## config.mk

```make
export PLATFORM = sky130hd
export DESIGN_NAME = sipo_fifo_buf
export DESIGN_NICKNAME = d
export VERILOG_FILES = /design/src/rtl/sipo_buf_pkg.sv /design/src/rtl/sipo_shift_reg.sv /design/src/rtl/sipo_fifo_buf.sv
export SDC_FILE = /design/constraint.sdc
export NUM_CORES = 2
export LEC_CHECK = 0
export ABC_AREA = 1
export BUFFER_PORTS_ARGS = -buffer_cell sky130_fd_sc_hd__buf_4
export CAP_MARGIN = 20
export CORE_ASPECT_RATIO = 1.4
export CORE_MARGIN = 2
export CORE_UTILIZATION = 30
export DETAILED_ROUTE_END_ITERATION = 7
export PLACE_DENSITY = 0.56
export SLEW_MARGIN = 20
export SYNTH_ARGS = -nofsm -noshare
export SYNTH_HDL_FRONTEND = slang
export SYNTH_SLANG_ARGS = --single-unit
export TNS_END_PERCENT = 1
```

## constraint.sdc

```tcl
create_clock -name clk -period 5.7 [get_ports clk]
set_input_delay 0.57 -clock clk [delete_from_list [all_inputs] [get_ports clk]]
set_output_delay 0.57 -clock clk [all_outputs]
set_load 0.005 [all_outputs]
```

## src/rtl/sipo_buf_pkg.sv

```systemverilog
// Shared opcodes, FSM state encoding and sizing helper for the SIPO word buffer.
package sipo_buf_pkg;

    localparam logic OP_WR = 1'b0;
    localparam logic OP_RD = 1'b1;

    typedef enum logic [1:0] {
        IDLE    = 2'd0,
        SHIFT   = 2'd1,
        WCOMMIT = 2'd2,
        RCOMMIT = 2'd3
    } state_e;

    function automatic int cnt_w(input int depth);
        return $clog2(depth) + 1;
    endfunction

endpackage

```

## src/rtl/sipo_shift_reg.sv

```systemverilog
// Serial-to-parallel shift register with a word-length bit counter.
// `word` is the value including the bit sampled on the current edge, so the FIFO can store it on that same edge.
module sipo_shift_reg #(
    parameter int WORD_W    = 32,
    parameter int LSB_FIRST = 1
) (
    input  logic              clk,
    input  logic              reset,
    input  logic              sin,
    input  logic              en,
    output logic [WORD_W-1:0] word,
    output logic              done
);

    localparam int BW = $clog2(WORD_W);
    localparam logic [BW-1:0] LAST = BW'(WORD_W - 1);

    logic [WORD_W-1:0] sr_q, sr_d;
    logic [BW-1:0]     cnt_q, cnt_d;

    always_comb begin
        sr_d  = sr_q;
        cnt_d = cnt_q;
        done  = 1'b0;
        if (en) begin
            if (LSB_FIRST != 0) begin
                sr_d = {sin, sr_q[WORD_W-1:1]};
            end else begin
                sr_d = {sr_q[WORD_W-2:0], sin};
            end
            done  = (cnt_q == LAST);
            cnt_d = done ? '0 : cnt_q + 1'b1;
        end
        word = sr_d;
    end

    // Data bits need no reset: a full word is always shifted in before use.
    always_ff @(posedge clk) begin
        sr_q <= sr_d;
        if (reset) begin
            cnt_q <= '0;
        end else begin
            cnt_q <= cnt_d;
        end
    end

endmodule

```

## src/rtl/sipo_fifo_buf.sv

```systemverilog
// Serial-in / parallel-out word FIFO with a request/ack/commit handshake,
// full/empty/count status and an error flag for rejected operations.
module sipo_fifo_buf
    import sipo_buf_pkg::*;
#(
    parameter int WORD_W    = 32,
    parameter int DEPTH     = 64,
    parameter int LSB_FIRST = 1
) (
    input  logic                      clk,
    input  logic                      reset,
    input  logic                      sin,
    input  logic                      val_op,
    input  logic                      op,
    output logic                      op_ack,
    output logic                      op_commit,
    output logic                      op_err,
    output logic [WORD_W-1:0]         pout,
    output logic [cnt_w(DEPTH)-1:0]   count,
    output logic                      full,
    output logic                      empty
);

    localparam int AW = $clog2(DEPTH);
    localparam int CW = cnt_w(DEPTH);

    logic [WORD_W-1:0] mem [DEPTH];

    state_e            state_q, state_d;
    logic [AW-1:0]     wr_ptr_q, wr_ptr_d;
    logic [AW-1:0]     rd_ptr_q, rd_ptr_d;
    logic [CW-1:0]     count_q, count_d;
    logic              rej_q, rej_d;
    logic              op_ack_q, op_ack_d;
    logic              op_commit_q, op_commit_d;
    logic              op_err_q, op_err_d;
    logic [WORD_W-1:0] pout_q, pout_d;
    logic              full_q, empty_q;

    logic              shift_en, shift_done, mem_we;
    logic [WORD_W-1:0] shift_word;

    sipo_shift_reg #(
        .WORD_W    (WORD_W),
        .LSB_FIRST (LSB_FIRST)
    ) u_shift (
        .clk   (clk),
        .reset (reset),
        .sin   (sin),
        .en    (shift_en),
        .word  (shift_word),
        .done  (shift_done)
    );

    always_comb begin
        state_d     = state_q;
        wr_ptr_d    = wr_ptr_q;
        rd_ptr_d    = rd_ptr_q;
        count_d     = count_q;
        rej_d       = rej_q;
        pout_d      = pout_q;
        op_ack_d    = 1'b0;
        op_commit_d = 1'b0;
        op_err_d    = 1'b0;
        shift_en    = 1'b0;
        mem_we      = 1'b0;
        case (state_q)
            IDLE: begin
                if (val_op) begin
                    op_ack_d = 1'b1;
                    // Anything other than a clean read opcode (including X) is a write.
                    if (op == OP_RD) begin
                        rej_d    = empty_q;
                        op_err_d = empty_q;
                        state_d  = RCOMMIT;
                    end else begin
                        rej_d    = full_q;
                        op_err_d = full_q;
                        state_d  = SHIFT;
                    end
                end
            end
            SHIFT: begin
                shift_en = 1'b1;
                if (shift_done) begin
                    op_commit_d = 1'b1;
                    op_err_d    = rej_q;
                    state_d     = WCOMMIT;
                    if (!rej_q) begin
                        mem_we   = 1'b1;
                        wr_ptr_d = wr_ptr_q + 1'b1;
                        count_d  = count_q + 1'b1;
                    end
                end
            end
            WCOMMIT: begin
                state_d = IDLE;
            end
            RCOMMIT: begin
                op_commit_d = 1'b1;
                op_err_d    = rej_q;
                state_d     = IDLE;
                if (!rej_q) begin
                    pout_d   = mem[rd_ptr_q];
                    rd_ptr_d = rd_ptr_q + 1'b1;
                    count_d  = count_q - 1'b1;
                end
            end
            default: state_d = IDLE;
        endcase
    end

    always_ff @(posedge clk) begin
        if (mem_we) begin
            mem[wr_ptr_q] <= shift_word;
        end
    end

    // Status flags are registered from the next count so they track `count` exactly.
    always_ff @(posedge clk) begin
        if (reset) begin
            state_q     <= IDLE;
            wr_ptr_q    <= '0;
            rd_ptr_q    <= '0;
            count_q     <= '0;
            rej_q       <= 1'b0;
            op_ack_q    <= 1'b0;
            op_commit_q <= 1'b0;
            op_err_q    <= 1'b0;
            pout_q      <= '0;
            full_q      <= 1'b0;
            empty_q     <= 1'b1;
        end else begin
            state_q     <= state_d;
            wr_ptr_q    <= wr_ptr_d;
            rd_ptr_q    <= rd_ptr_d;
            count_q     <= count_d;
            rej_q       <= rej_d;
            op_ack_q    <= op_ack_d;
            op_commit_q <= op_commit_d;
            op_err_q    <= op_err_d;
            pout_q      <= pout_d;
            full_q      <= (count_d == CW'(DEPTH));
            empty_q     <= (count_d == '0);
        end
    end

    assign op_ack    = op_ack_q;
    assign op_commit = op_commit_q;
    assign op_err    = op_err_q;
    assign pout      = pout_q;
    assign count     = count_q;
    assign full      = full_q;
    assign empty     = empty_q;

endmodule

```

-- After elaboration in Yosys (flattened, before gate mapping)
Memory sizes are Yosys's and may differ from the RTL's. A register that Yosys moved wholly into a read port is not among the register bits.
Cells that the tools add are included.
- register bits: 64
- RAM bits: 2048
- output and inout port bits: 44
- word-level logic and storage cells: 59
- memories kept: 1
- memory list (memory ; depth ; width ; read ports ; clocked after Yosys merged registers in ; wr ports ; RTL line ; RTL):
    mem ; 64 ; 32 ; 1 ; 1 ; 1 ; sipo_fifo_buf.sv:27 ; logic [WORD_W-1:0] mem [DEPTH];
- add/sub/neg operators: 5
- equality and inequality tests: 7
- muxes and demuxes: 24
- bitwise logic cells: 2
- reduce and logical (&&, ||, !) cells: 8
- operators with widths (operator ; count):
    32-bit 2-to-1 mux ; 1
    7-bit 2-to-1 mux ; 3
    7-bit one-hot mux with 2 select lines ; 1
    6-bit by 1-bit adder with 6-bit output, second input constant ; 2
    1-bit 2-to-1 mux ; 12
    7-bit by 1-bit adder with 7-bit output, second input constant ; 1
    7-bit == test, second input constant ; 1
    7-bit logical NOT ; 1
    7-bit by 1-bit subtractor with 7-bit output, second input constant ; 1
    2-bit 2-to-1 mux ; 3
    2-bit one-hot mux with 3 select lines ; 1
    2-bit AND reduction ; 3
    5-bit by 1-bit adder with 5-bit output, second input constant ; 1
    5-bit == test, second input constant ; 1
    5-bit 2-to-1 mux ; 1
    2-bit == test, second input constant ; 2
    2-bit inequality test, second input constant ; 2
    2-bit OR reduction ; 2
    1-bit one-hot mux with 3 select lines ; 1
    3-bit AND reduction ; 1
    2-bit by 1-bit == test with 1-bit output, second input constant ; 1
    2-bit logical NOT ; 1
    1-bit NOT ; 2
    1-bit one-hot mux with 2 select lines ; 1

-- Longest topological paths before layout
- depth in word-level cells: 7
- depth in mapped cells: 17

-- Hierarchy
From an unflattened synthesis, not the netlist that was laid out.
- cells, all modules: 8201
- area, all modules: 88615.0 um^2
- by module, submodules not included (module ; times used ; cells an instance ; area each (um^2) ; sequential area each (um^2)):
    sipo_fifo_buf ; 1 ; 8036 ; 87308.7 ; 62680.1
    sipo_shift_reg ; 1 ; 165 ; 1306.3 ; 740.7

-- Worst setup path after synthesis
Ideal clock, no wire load.
- kind: flip-flop to flip-flop
- start: register u_shift.cnt_q[1]
- end: memory mem[15][0] (enable)
- arrival: 4.204 ns
- path slack: 0.994 ns
- stages on the path, launching flop included: 9
- buffers on the path: 0
- cells stage by stage: dfxtp_1 -> ha_1 -> inv_1 -> nor2_1 -> ha_1 -> nand2_2 -> nor2_4 -> nand2_1 -> nor4_1
- longest elaborated chain between the ends: 6
- ends and longest elaborated chain (item ; RTL line ; RTL):
    start: declaration ; sipo_shift_reg.sv:19 ; logic [BW-1:0] cnt_q, cnt_d;
    start signal: assignment ; sipo_shift_reg.sv:43 ; cnt_q <= cnt_d;
    5-bit == test ; sipo_shift_reg.sv:31 ; done = (cnt_q == LAST);
    1-bit 2-to-1 mux ; sipo_shift_reg.sv:25 ; if (en) begin
    1-bit 2-to-1 mux ; sipo_fifo_buf.sv:85 ; if (shift_done) begin
    1-bit 2-to-1 mux ; sipo_fifo_buf.sv:67 ; case (state_q)
    1-bit 2-to-1 mux ; sipo_fifo_buf.sv:114 ; if (mem_we) begin
    1-bit 2-to-1 mux (implied by the code) ; sipo_fifo_buf.sv:115 ; mem[wr_ptr_q] <= shift_word;
    end: declaration ; sipo_fifo_buf.sv:27 ;
No other way between the ends.

-- Worst setup path after layout
- start: register u_shift.cnt_q[1]
- end: memory mem[50][17] (enable)
The elaborated chain is that of the path after synthesis.

==> summary.txt <==
CTS tree -> built
Hold Buf Count CTS -> 0
Ys flop type -> edfxtp_1
Hold Slack -> 0.0904 ns
TritonCTS Buffers -> 216
FILL cells -> 28.8k
PostCTS Resize Cnt -> 0
Port Buf Inserts -> 48
Die height -> 645 um
Seq pwr share -> 47.9%
Critical path endpoint category -> flop
Worst-Skew Late Latency -> 0.91 ns
Congestion Overflow GR -> 0
Crit start category -> flop
Routed via count -> 58.5k
Sequential fraction of the synthesis area -> 72.0%
Post-detail-place hpwl -> 159000 um
Final Setup Violations -> 0
Post-layout util -> 34.4%
Cell Area, Synth -> 0.0881 mm^2
P&R area growth vs syn -> 14.3%
Pins Over Slew Limit -> 0
Comb pwr share -> 18.2%
Wire length per cell -> 22.3 um
Unrepaired setup endpoints after global routing -> false
Ys Warns -> 0
Drt first pass iters -> 6
Slew margin rel. -> 22.5%
Synth cell types -> 37
Setup Buffers After CTS -> 0
Post-Route WL -> 271000 um
Nets@finish -> 8049
First-pass GRT wire length -> 389000 um
Initial antenna violation count -> 16
Largest net degree at the start of global routing -> 166
Switching Power -> 12.3 mW
Overall power -> 41.1 mW
Worst Hold Depth -> 3
Initial core utilization -> 30.1%
Setup_tns -> 0 ns
Clock network fraction of total power -> 34.0%
DRC Markers -> 0
Status -> finished clean
Leakage -> 37.3 nW
Critical path class -> flop to flop
Clock Sink Count -> 2144
Sw Ratio -> 30.0%
Mapped Cells -> 8043
Layout cells sized above 1 -> 8.25%
# Max-Cap Violations -> 0
F_max -> 259 MHz
Die width -> 462 um
CP Data Required Time -> 6.18 ns
CTS root buf -> clkbuf_16
Clk_skew -> 0.0741 ns
Routed Antenna Nets -> 0
Fin crit share -> 67.8%
Syn avg cell area -> 11.0 um^2
DRT iter0 DRCs -> 6647
Total GRT Usage -> 17.7%
PwrDens -> 408 mW/mm^2
CORE AREA -> 0.293 mm^2
Post-synth EDFFs -> 2048
Fin crit period -> 3.87 ns
Peak VDD IR -> 0.335 mV
Avg Vias per Cell -> 4.83
Die ar. -> 0.298 mm^2
Clk buf depth -> 4
Worst slew pin tran -> 1.16 ns
Vias in the first global route -> 55.9k
Worst-path clk slew -> 0.06 ns
Ys async rst share -> 0%
I/O pins -> 49
WP data arrival -> 4.35 ns
Hold crit path type -> input port to flop
Num rows -> 235
Reg2Reg Depth -> 8
Crit path max fanout -> 32
Int Pwr -> 28.8 mW
GP Congestion -> 0.904
H-tree levels -> 4
Final Hold Viols -> 0
FF+latch count, synth -> 2144
Synth Net Count -> 8054
per-stage QoR:
stage	worst slack, ns	cell area [um^2]	instances
3_3_place_gp	1.85	93700	11723
4_1_cts	1.85	101000	12114
2_1_floorplan	0.994	88100	8043
5_1_grt	1.63	101000	12121
3_5_place_dp	1.87	93700	11724
6_report	1.83	101000	12125
cell usage in the layout, fill, tap and decap left out, types with 10 or more instances in the layout:
master,Yosys,layout
a21oi_1,143,143
buf_12,0,24
buf_4,43,203
bufinv_16,0,16
clkbuf_1,155,49
clkbuf_16,0,218
clkbuf_8,0,18
clkinv_1,1,46
clkinv_2,0,25
dfxtp_1,96,91
edfxtp_1,2048,2048
inv_1,490,485
nand2_1,2287,2285
nand3_1,862,855
nand4_1,10,10
nor2_1,1132,1069
nor2_4,1,65
o21ai_0,445,415
o21ai_1,16,16
o21ai_4,0,30
or2_2,27,27
synth_stat cells, types with 2 or more instances:
cell	count	area share, %
nand4_1	10	0.071
buf_6	16	0.20
o21ai_0	445	2.5
or2_2	27	0.19
a21oi_1	143	0.81
nand2_1	2287	9.7
nor2_1	1132	4.8
inv_1	490	2.1
dfxtp_1	96	2.2
edfxtp_1	2048	70
inv_2	2	0.0085
buf_1	58	0.25
buf_2	181	1.0
nor3_1	6	0.034
a31oi_1	2	0.014
nand3_1	862	4.9
o21ai_1	16	0.091
ha_1	6	0.085
clkbuf_1	155	0.66
nand2_2	2	0.014
buf_4	43	0.37
final timing paths:
check,from,to,slack [ns]
min reg2reg,u_shift.cnt_q[3]$_SDFFE_PP0N_,u_shift.cnt_q[3]$_SDFFE_PP0N_,0.50
max reg2reg,u_shift.cnt_q[1]$_SDFFE_PP0N_,mem[50][17]$_DFFE_PP_,1.83
max,u_shift.cnt_q[1]$_SDFFE_PP0N_,mem[50][17]$_DFFE_PP_,1.83
min,op,state_q[1]$_SDFFE_PP0P_,0.09
power by group through the flow:
stage	Combinational (mW)	Clock, mW	Sequential (mW)
2_1_floorplan	3.37	0	20.3
6_report	7.47	14.0	19.7
3_3_place_gp	7.22	0	20.0
4_1_cts	7.39	14.2	19.7
3_5_place_dp	7.37	0	20.0
5_1_grt	7.89	14.8	19.7
critical path: stages, from the launching register on:
cell	delay (ns)
dfxtp_1	0.38
ha_1	0.17
inv_1	0.07
nor2_1	0.12
ha_1	0.20
nand2_2	0.11
nor2_4	0.47
nand3_1	0.80
nor2_4	1.08
logic make-up after synthesis:
logic type,after synthesis,synth area share [%]
and+or+nand+nor,4331,19.8
xor gates and xnor gates,1,0.00994
buffers and inverters,949,4.64
muxes,1,0.0128
adders and majority gates,6,0.0852
AOI/OAI and AO/OA,611,3.49
DFF,2144,72.0
flip-flops by register name, summed over array words and instances, names as in the netlist:
name           flops
wr_ptr_q           6
full               1
rej_q              1
empty              1
state_q            2
pout              32
op_ack             1
op_err             1
u_shift.cnt_q      5
u_shift.sr_q      32
count              7
mem             2048
rd_ptr_q           6
op_commit          1
cell type report:
type	instances	area, um^2	share of cell area (%)
Antenna cell	5	12.5	0.0124
Multi-Input combinational cell	4950	21500	21.4
Timing Repair Buffer	232	2140	2.13
Clock inverter	105	953	0.947
Sequential cell	2144	63400	63.0
Tap cell	3910	4890	4.86
Clock buffer	285	5890	5.84
Inverter	494	1890	1.88
per-layer routing:
metal | wire length [um] | GRT usage, %
met5 | 0 | 0
met4 | 18900 | 11.2
met3 | 19700 | 2.17
met2 | 128000 | 28.9
met1 | 104000 | 22.3
(Power assumes the default switching activity.)
